<file path="src/rtl/clk_display_scan.sv">
// clk_display_scan: six-digit time-multiplexed 7-segment driver with inter-digit blanking.
// Optional set-time blink enabled by defining CLK_DISP_BLINK_EN.
module clk_display_scan #(
  parameter int CLK_HZ    = 100_000_000,
  parameter int DIGIT_HZ  = 1000,
  parameter int BLANK_CYC = 16,
  parameter int BLINK_HZ  = 2
) (
  input  logic       clk,
  input  logic       reset,
  input  logic [6:0] sec1_seg,
  input  logic [6:0] sec10_seg,
  input  logic [6:0] min1_seg,
  input  logic [6:0] min10_seg,
  input  logic [6:0] hour1_seg,
  input  logic [6:0] hour10_seg,
  input  logic       am_pm,
  input  logic       set_time,
  output logic [7:0] an,
  output logic [6:0] seg,
  output logic       dp
);
  localparam int DWELL = CLK_HZ / DIGIT_HZ;
  localparam int CW = $clog2(DWELL);

  typedef enum logic {BLANK, SHOW} state_t;
  state_t state, state_n;
  logic [CW-1:0] cnt, cnt_n;
  logic [2:0] idx, idx_n;
  logic [6:0] sh_seg, sh_seg_n, sel_seg, seg_n;
  logic sh_dp, sh_dp_n, sel_dp, dp_n;
  logic [7:0] an_n;
  logic wrap, latch, lit, on;

  always_ff @(posedge clk or posedge reset)
    if (reset) begin
      state  <= BLANK;
      cnt    <= '0;
      idx    <= '0;
      sh_seg <= 7'h7F;
      sh_dp  <= 1'b1;
      an     <= 8'hFF;
      seg    <= 7'h7F;
      dp     <= 1'b1;
    end else begin
      state  <= state_n;
      cnt    <= cnt_n;
      idx    <= idx_n;
      sh_seg <= sh_seg_n;
      sh_dp  <= sh_dp_n;
      an     <= an_n;
      seg    <= seg_n;
      dp     <= dp_n;
    end

  // Outputs are registered from next-state values so each flop shows the cycle it belongs to.
  always_comb begin
    wrap     = cnt == CW'(DWELL - 1);
    cnt_n    = wrap ? '0 : cnt + 1'b1;
    idx_n    = wrap ? (idx == 3'd5 ? 3'd0 : idx + 3'd1) : idx;
    state_n  = cnt_n >= CW'(BLANK_CYC) ? SHOW : BLANK;
    sel_seg  = idx == 3'd0 ? sec1_seg  : idx == 3'd1 ? sec10_seg :
               idx == 3'd2 ? min1_seg  : idx == 3'd3 ? min10_seg :
               idx == 3'd4 ? hour1_seg : hour10_seg;
    sel_dp   = idx == 3'd0 ? ~am_pm : (idx == 3'd2 || idx == 3'd4) ? 1'b0 : 1'b1;
    latch    = state == BLANK && cnt == CW'(BLANK_CYC - 1);
    sh_seg_n = latch ? sel_seg : sh_seg;
    sh_dp_n  = latch ? sel_dp : sh_dp;
    lit      = state_n == SHOW && on;
    an_n     = lit ? ~(8'd1 << idx_n) : 8'hFF;
    seg_n    = lit ? sh_seg_n : 7'h7F;
    dp_n     = lit ? sh_dp_n : 1'b1;
  end

`ifdef CLK_DISP_BLINK_EN
  localparam int HALF = CLK_HZ / (2 * BLINK_HZ);
  localparam int BW = $clog2(HALF + 1);
  logic [BW-1:0] bcnt, bcnt_n;
  logic phase, phase_n, b_wrap;

  always_ff @(posedge clk or posedge reset)
    if (reset) begin
      bcnt  <= '0;
      phase <= 1'b1;
    end else begin
      bcnt  <= bcnt_n;
      phase <= phase_n;
    end

  always_comb begin
    b_wrap  = bcnt == BW'(HALF - 1);
    bcnt_n  = !set_time || b_wrap ? '0 : bcnt + 1'b1;
    phase_n = !set_time ? 1'b1 : b_wrap ? ~phase : phase;
  end

  assign on = !(set_time && !phase_n);
`else
  logic unused_blink;
  assign unused_blink = set_time & (BLINK_HZ != 0);
  assign on = 1'b1;
`endif
endmodule

</file>
<file path="config.mk">
export PLATFORM = sky130hd
export DESIGN_NAME = clk_display_scan
export DESIGN_NICKNAME = d
export VERILOG_FILES = /design/src/rtl/clk_display_scan.sv
export SDC_FILE = /design/constraint.sdc
export NUM_CORES = 1
export LEC_CHECK = 0
export CAP_MARGIN = 0
export CORE_MARGIN = 1
export CORE_UTILIZATION = 45
export CTS_CLUSTER_SIZE = 25
export DETAILED_ROUTE_END_ITERATION = 6
export MAX_ROUTING_LAYER = met4
export PLACE_DENSITY = 0.84
export SYNTH_ARGS = -nofsm -noshare
export SYNTH_HDL_FRONTEND = slang
export SYNTH_SLANG_ARGS = --single-unit
</file>
<file path="constraint.sdc">
create_clock -name clk -period 9.3 [get_ports clk]
set_clock_uncertainty 0.05 [all_clocks]
set_input_delay 0.93 -clock clk [delete_from_list [all_inputs] [get_ports clk]]
set_output_delay 0.93 -clock clk [all_outputs]
set_load 0.005 [all_outputs]
</file>
==> metrics, run 1 <==
status finished clean; Setup crit end kind flip-flop; vias about 2.1k; Max-slew headroom about 54%; cell family with most CP delay simple AND/OR/NAND/NOR gates; synthesized flop and latch total 45; TritonCTS clock tree built; Core Box Area approximately 0.0053 sq mm; Final Hold Viols 0; slowest CP cell or4_1; CTS max path bufs 2; Finished Layout Cells ~370; Ports between 60 and 70; post-route ant nets 0; post-route minimum period 3.324 ns; Buffers on Ports 60; Mapped Avg Cell Area 10.10 sq um; full die area 0.005914 sq mm; gpl congestion ~0.90; fraction of layout cells with a size suffix above 1 around 17%; Syn Inst Count 250; Final Max Slew Viols 0; first-pass GRT wire length 9280 um; Placed Area between 0.003 and 0.004 sq mm; static leakage 1.320 nW; Most used DFF post-synth dfstp_2; wire per inst ~15 um; DRC Markers 0; Post-synth ARST share 100.0%; cell with the most instances after synthesis dfstp_2; CP cell instances or4_4 -> or3_4 -> a311o_1 -> or3_1 -> or4_1 -> or2b_1; vias in the first global route about 1.9k; Worst Path Buf+Inv 0; max-cap check violation count 0; crit path DAT 3.53 ns; Worst IR Drop VDD 0.06585 mV; post-detail-place hpwl about 4200 um; Post-Route WL roughly 5700 um; FP Rows 26; worst min-delay path class flip-flop to flip-flop; NumNets Final between 300 and 400; EDFF count, synth 0; count of cell types in the netlist 47; post_cts resized 0; most instantiated cells after synthesis 24 x dfstp_2, 22 x nor2_1, 21 x dfrtp_1; post-synth top area share between 20 and 25%; Worst Setup Slack post-DPL about 6.0 ns; CP Max Fanout 17; Die W between 70 and 80 um; crit-path max cell delay 0.80 ns; Synth area leader dfstp_2; RSZ-0062 raised after global routing false; Synth warnings 0; Post-CTS Hold Buffers 0; Total Power ~0.36 mW; Post-CTS Setup Inserts 0; total global-route track usage between 20% and 30%; CTS Buf Count 5; Hold Worst Slack about 0.45 ns; dominant cells by area after synthesis dfstp_2 25%, dfrtp_1 21%, mux2i_1 7.5%; Design Area, Final 0.003231 sq mm; Max Clock Freq around 300 MHz; CP Launch Type flip-flop; setup violators final 0; total placed cells including tap cells 363; ANT cells 0; Overflow after GRT 0; synthesized area 0.002525 sq mm; Pre-antenna DRT Iters 4; Clk pin slew, worst setup/hold paths approximately 0.09 ns; antenna violations before repair 0; PnR worst setup slack 5.976 ns; setup_tns 0 ns; Root Driver clkbuf_8; initial DRC count 140; largest net degree at the start of global routing 46; height of the chip slightly below 80 um; Synth Net Count 298; CTS Sinks 45; Final Util around 61%; Seq/Total Area, Yosys between 40% and 50%; Crit path required time roughly 9.5 ns; Crit Path Class flip-flop to flip-flop; crit share post-route between 30% and 40%; Tightest Pin Transition between 0.6 and 0.7 ns; Via density 5.633; initial core utilization approximately 48%; power density cells ~110 mW/mm^2; Skew-Pair Late Insertion Delay roughly 0.30 ns; synthesis-to-layout area growth 27.95%; H-Tree Depth 2
worst register-to-register path, stage by stage (launching register included):
cell     delay (ns)
dfrtp_1        0.46
or4_4          0.55
or3_4          0.41
a311o_1        0.38
or3_1          0.36
or4_1          0.80
or2b_1         0.26
cell type report:
type                    count  area, sq um
repair buffers             62        615.6
flip-flops and latches     45         1156
clock inverters             3        21.27
well taps                  70        87.58
multi-input cells         181         1262
inverters                   5        18.77
clock buffers               5        68.82
fillers                   450         2039
sequential cells by signal, indices dropped and copies added, names as in the netlist:
register	count
seg	7
state	1
sh_dp	1
cnt	17
an	8
dp	1
sh_seg	7
idx	3
kinds of logic (layout without fill, tap and decap cells):
logic type / after synthesis / in the layout / synth area share, %
muxes: 29 / 29 / 11.99
AOI/OAI and AO/OA: 34 / 34 / 10.11
and+or+nand+nor: 99 / 99 / 21.01
buffers and inverters: 24 / 75 / 4.212
xor gates and xnor gates: 17 / 17 / 5.897
DFF: 45 / 45 / 45.79
adders and majority gates: 2 / 2 / 0.9909
power by group:
group          internal, mW  switching, mW
clock                0.0533         0.0695
sequential            0.202       0.000959
combinational        0.0255         0.0125
routing by layer:
layer | track usage, % | routed length (um) | vias up
met2 | 30.98 | 2769 | 51
li1 | - | - | 1004
met4 | 7.308 | 98 | 0
met5 | - | 0 | -
met3 | 4.524 | 245 | 8
met1 | 27.64 | 2602 | 1027
final timing paths:
path,from,end,slack [ns],cells after the start
max,cnt[11],seg[2],5.98,6
min,cnt[0],cnt[0],0.45,1
max reg2reg,cnt[11],seg[2],5.98,6
min reg2reg,cnt[0],cnt[0],0.45,1
max in group asynchronous,reset,an[6],7.81,3
min in group asynchronous,reset,cnt[7],1.01,3
layout by cell type (no fill, tap or decap), types with 8 or more instances in the layout:
cell type	count
dfrtp_1	21
mux2_2	10
nand4_1	9
xnor2_1	9
xor2_1	8
clkdlybuf4s50_1	60
dfstp_2	24
mux2i_1	19
nand3_1	18
nand2_1	15
nor2_1	22
No activity file was read; power rests on OpenSTA's default activity.
==> inputs of run 2 (changes only) <==
- PLACE_DENSITY: 0.84 -> 0.87
- clock period: 9.3 -> 2.75 ns (I/O delays scaled with it)
==> metrics, run 2 (synthesis results as in run 1) <==
worst reg2reg path startpoint cnt[14]; Core Box Area 0.005270 sq mm (unchanged); Final Util 64.51% (+3.2 points); RSZ-0062 raised after global routing true; ANT cells 0 (unchanged); crit path DAT 3.02 ns (-0.51 ns); power density cells 391.0 mW/mm^2 (+250%); CP Launch Point cnt[14]; worst min-delay path class primary input to asynchronous set/reset pin; Buffers on Ports 60 (unchanged); Crit Path Class flip-flop to flip-flop; Clk pin slew, worst setup/hold paths 0.08 ns (about the same); Overflow after GRT 0 (unchanged); full die area 0.005914 sq mm (unchanged); synthesis-to-layout area growth 34.64%; post-detail-place hpwl 4583 um (+8.6%); Max Clock Freq 352.7 MHz (+17%); Setup crit end kind flip-flop; TritonCTS clock tree built; post-route ant nets 0 (unchanged); gpl congestion 0.9056 (+0.39%); Crit path required time 2.94 ns (-6.56 ns); NumNets Final 365 (+4.9%); Reg2Reg Depth 7 (+1); top flop regs cnt (17), an (8); H-Tree Depth 2 (unchanged); initial core utilization 47.91% (unchanged); Root Driver clkbuf_8; Ports 62 (unchanged); initial DRC count 128 (-8.6%); most flop-heavy register cnt; highest-count cells in the layout ignoring fill and taps 60 x clkdlybuf4s50_1, 24 x dfstp_2, 22 x nor2_1; Worst IR Drop VDD 0.2680 mV (+310%); FP Rows 26 (unchanged); total global-route track usage 22.19% (+1.5 points); Via density 5.716 (+1.5%); R2R Path End dp; CP Launch Type flip-flop; vias in the first global route 2030 (+6.1%); setup_tns -0.9976 ns (-0.9976 ns); status finished, violations left; CTS Sinks 45 (unchanged); violated checks setup timing; vias 2218 (+6.1%); Tightest Pin Transition 0.6198 ns (-0.07125 ns); wire per inst 16.34 um (+6.1%); Post-Route WL 6341 um (+11%); antenna violations before repair 0 (unchanged); CP Max Fanout 5 (-12); number of flip-flops in the largest register 17 (unchanged); setup violators final 17 (+17); Pre-antenna DRT Iters 5 (+1); most common cell after layout, fill and taps aside clkdlybuf4s50_1; DRC Markers 0 (unchanged); Final Max Slew Viols 0 (unchanged); fraction of layout cells with a size suffix above 1 21.70% (+4.8 points); CTS Buf Count 5 (unchanged); Die W 76.91 um (unchanged); Post-CTS Hold Buffers 0 (unchanged); first-pass GRT wire length 9915 um (+6.8%); max-cap check violation count 0 (unchanged); post-route minimum period 2.835 ns (-0.4889 ns); FF-to-FF setup slack -0.09 ns (-6.06 ns); CTS max path bufs 2 (unchanged); crit share post-route 103.1% (+67 points); static leakage 1.437 nW (+8.9%); PnR worst setup slack -0.08528 ns (-6.061 ns); largest net degree at the start of global routing 46 (unchanged); Final Hold Viols 0 (unchanged); Skew-Pair Late Insertion Delay 0.29 ns (about the same); Max-slew headroom 58.52% (+4.6 points); height of the chip 76.91 um (unchanged)
[run 2: area by class of cell]
| class | count | area (sq um) |
|---|---|---|
| Clock buffer | 7 | 86.33 |
| Clock inverter | 1 | 30.03 |
| Fill cell | 425 | 1871 |
| Inverter | 5 | 18.77 |
| Multi-Input combinational cell | 181 | 1276 |
| Sequential cell | 45 | 1156 |
| Tap cell | 70 | 87.58 |
| Timing Repair Buffer | 79 | 744.5 |
[run 2: power by group]
| group | internal, mW | switching, mW | total [mW] |
|---|---|---|---|
| Sequential | 0.683 | 0.00321 | 0.686 |
| Combinational | 0.0863 | 0.0444 | 0.131 |
| Clock | 0.296 | 0.216 | 0.512 |
[run 2: routing by layer]
metal	global-route usage (%)	part of all wire, %	up-vias
li1	-	-	1040
met1	29.68	45	1085
met2	33.66	49	82
met3	3.571	4.3	11
met4	8.654	1.8	0
met5	-	0	-
[run 2: worst max path at each step]
stage	to	slack [ns]	depth (start not counted)
floorplan	an[3]	-0.06	8
global placement	seg[0]	-0.04	7
detailed placement	dp	-0.07	7
CTS	dp	-0.07	7
global route	dp	-0.14	7
finish	dp	-0.09	7
[run 2: repair_timing]
action / 4_1_cts / 5_1_grt
resized for setup: 4 / 1
hold endpoints to repair: 0 / 0
setup buffers: 0 / 1
setup endpoints to repair: 18 / 18
gates cloned: 2 / 0
pin swaps: 1 / 0
[run 2: critical path, stage by stage (launching register included)]
cell	delay, ns
dfrtp_1	0.39
or4_4	0.54
or3_4	0.34
a311o_1	0.28
or3_1	0.31
or4_4	0.56
buf_6	0.15
or2b_1	0.15
[run 2: stage by stage]
stage	area (sq um)	power [mW]	setup slack [ns]	instances	hold WS, ns
2_1_floorplan	2532	0.7385	-0.06326	250	0.4047
3_3_place_gp	3246	0.8251	-0.03698	377	0.4211
3_5_place_dp	3246	0.8293	-0.07375	377	0.4284
4_1_cts	3386	1.335	-0.06527	387	0.3888
5_1_grt	3400	1.378	-0.1414	388	0.4577
6_report	3400	1.329	-0.08528	388	0.3766
==> inputs of run 3 (changes only) <==
- CORE_ASPECT_RATIO: default -> 0.6
==> metrics, run 3 (synthesis results as in run 1) <==
initial core utilization 48.28% (+0.37 points); Setup crit end kind flip-flop; Root Driver clkbuf_8; Design Area, Final 0.003407 sq mm (+0.22%); crit path DAT 3.02 ns (about the same); Die W 98.71 um (+28%); post-route minimum period 2.822 ns (-0.01354 ns); total global-route track usage 25.38% (+3.2 points); CP Max Fanout 5 (unchanged); Final Util 65.14% (+0.64 points); gpl congestion 0.9947 (+9.8%); H-Tree Depth 2 (unchanged); number of flip-flops in the largest register 17 (unchanged); Core Box Area 0.005230 sq mm (-0.76%); CTS max path bufs 2 (unchanged); most common cell after layout, fill and taps aside clkdlybuf4s50_1; crit share post-route 102.6% (-0.49 points); top flop regs cnt (17), an (8); Overflow after GRT 0 (unchanged); Placed Area 0.003278 sq mm (+1.0%); slowest CP cell or4_4; fraction of layout cells with a size suffix above 1 23.53% (+1.8 points); PnR worst setup slack -0.07174 ns (+0.01354 ns); synthesis-to-layout area growth 34.94%; initial DRC count 140 (+9.4%); first-pass GRT wire length 10900 um (+10%); power density cells 358.7 mW/mm^2 (-8.2%); FF-to-FF setup slack -0.07 ns (about the same); Final Hold Viols 0 (unchanged); Via density 5.735 (+0.33%); DRC Markers 0 (unchanged); status finished, violations left; TritonCTS clock tree built; ANT cells 0 (unchanged); CTS Buf Count 5 (unchanged); static leakage 1.435 nW (-0.16%); most frequent CP cell or4_4; height of the chip 60.02 um (-22%); Skew-Pair Late Insertion Delay 0.30 ns (about the same); setup violators final 10 (-7); Max Clock Freq 354.4 MHz (+0.48%); FP Rows 20 (-23%); total placed cells including tap cells 378 (+0.27%); R2R Path End dp; NumNets Final 370 (+1.4%); Post-Route WL 6772 um (+6.8%); CP Launch Type flip-flop; Ports 62 (unchanged); Final Max Slew Viols 0 (unchanged); post-detail-place hpwl 5060 um (+10%); Clk pin slew, worst setup/hold paths 0.09 ns (about the same); violated checks setup timing; RSZ-0062 raised after global routing true; Total Power 1.222 mW (-8.0%); full die area 0.005924 sq mm (+0.17%); Reg2Reg Depth 7 (unchanged); most flop-heavy register cnt; vias in the first global route 2178 (+7.3%); antenna violations before repair 0 (unchanged); crit-path max cell delay 0.54 ns (-0.02 ns); Max-slew headroom 63.21% (+4.7 points); vias 2231 (+0.59%); Worst IR Drop VDD 0.2357 mV (-12%); highest-count cells in the layout ignoring fill and taps 60 x clkdlybuf4s50_1, 24 x dfstp_2, 22 x nor2_1; largest net degree at the start of global routing 46 (unchanged); worst reg2reg path startpoint cnt[14]; CP cell instances or4_4 -> or3_4 -> a311o_1 -> or3_1 -> or4_4 -> buf_6 -> or2b_1; Finished Layout Cells 389 (+0.26%); Buffers on Ports 60 (unchanged); Crit path required time 2.95 ns (about the same); wire per inst 17.41 um (+6.5%); CTS Sinks 45 (unchanged); max-cap check violation count 0 (unchanged); worst min-delay path class primary input to asynchronous set/reset pin; Crit Path Class flip-flop to flip-flop; post-route ant nets 0 (unchanged); Hold Worst Slack 0.3675 ns (-0.009094 ns); Tightest Pin Transition 0.5499 ns (-0.06996 ns); Pre-antenna DRT Iters 4 (-1)
-- run 3: cell types whose count changed in the layout (fill, tap and decap cells not counted), sizes merged --
cell,previous run,this run
clkinv,0,2
clkbuf,7,6
buf,19,24
bufinv,1,0
-- run 3: worst max-delay path by stage --
| stage | startpoint | endpoint | slack (ns) | cells after the start |
|---|---|---|---|---|
| final | cnt[14] | dp | -0.07 | 7 |
| after global routing | cnt[14] | seg[0] | -0.12 | 7 |
| after CTS | cnt[14] | seg[2] | -0.05 | 7 |
| after detailed placement | cnt[14] | dp | -0.11 | 7 |
| after global placement | cnt[14] | dp | -0.08 | 7 |
| after floorplan | cnt[14] | an[3] | -0.06 | 8 |
-- run 3: timing repair --
action / in CTS / in global routing
endpoints found under the setup margin: 17 / 17
pin swaps: 2 / 1
setup buffers: 1 / 1
cloned: 1 / 0
resized for setup: 3 / 3
hold buffers: 0 / 0
-- run 3: through the flow --
| stage | setup TNS [ns] | worst slack (ns) |
|---|---|---|
| floorplan | -0.5305 | -0.06326 |
| global placement | -0.4765 | -0.08026 |
| detailed placement | -0.7929 | -0.1081 |
| CTS | -0.2140 | -0.04814 |
| global route | -1.040 | -0.1155 |
| finish | -0.3913 | -0.07174 |
-- run 3: routing by layer --
metal / up-vias / global-route usage (%) / share of wire (%)
li1: 1044 / - / -
met1: 1084 / 35.04 / 47
met2: 94 / 37.63 / 44
met3: 9 / 5.965 / 8.0
met4: 0 / 7.036 / 1.1
met5: - / - / 0
-- run 3: final cells by class --
type	count	area, sq um
Inverter	5	18.77
Multi-Input combinational cell	181	1281
Sequential cell	45	1156
Clock inverter	2	10.01
Clock buffer	6	72.57
Fill cell	421	1823
Tap cell	66	82.58
Timing Repair Buffer	84	785.8
-- run 3: power breakdown --
group	internal (mW)	switching (mW)
registers	0.683	0.00350
clock network	0.176	0.226
logic	0.0864	0.0463
-- run 3: critical path, delay by kind of cell (launching register included) --
| kind | cells | cell delay, ns |
|---|---|---|
| buf+inv | 1 | 0.16 |
| compound gates | 1 | 0.34 |
| flops | 1 | 0.38 |
| simple gates | 5 | 1.84 |
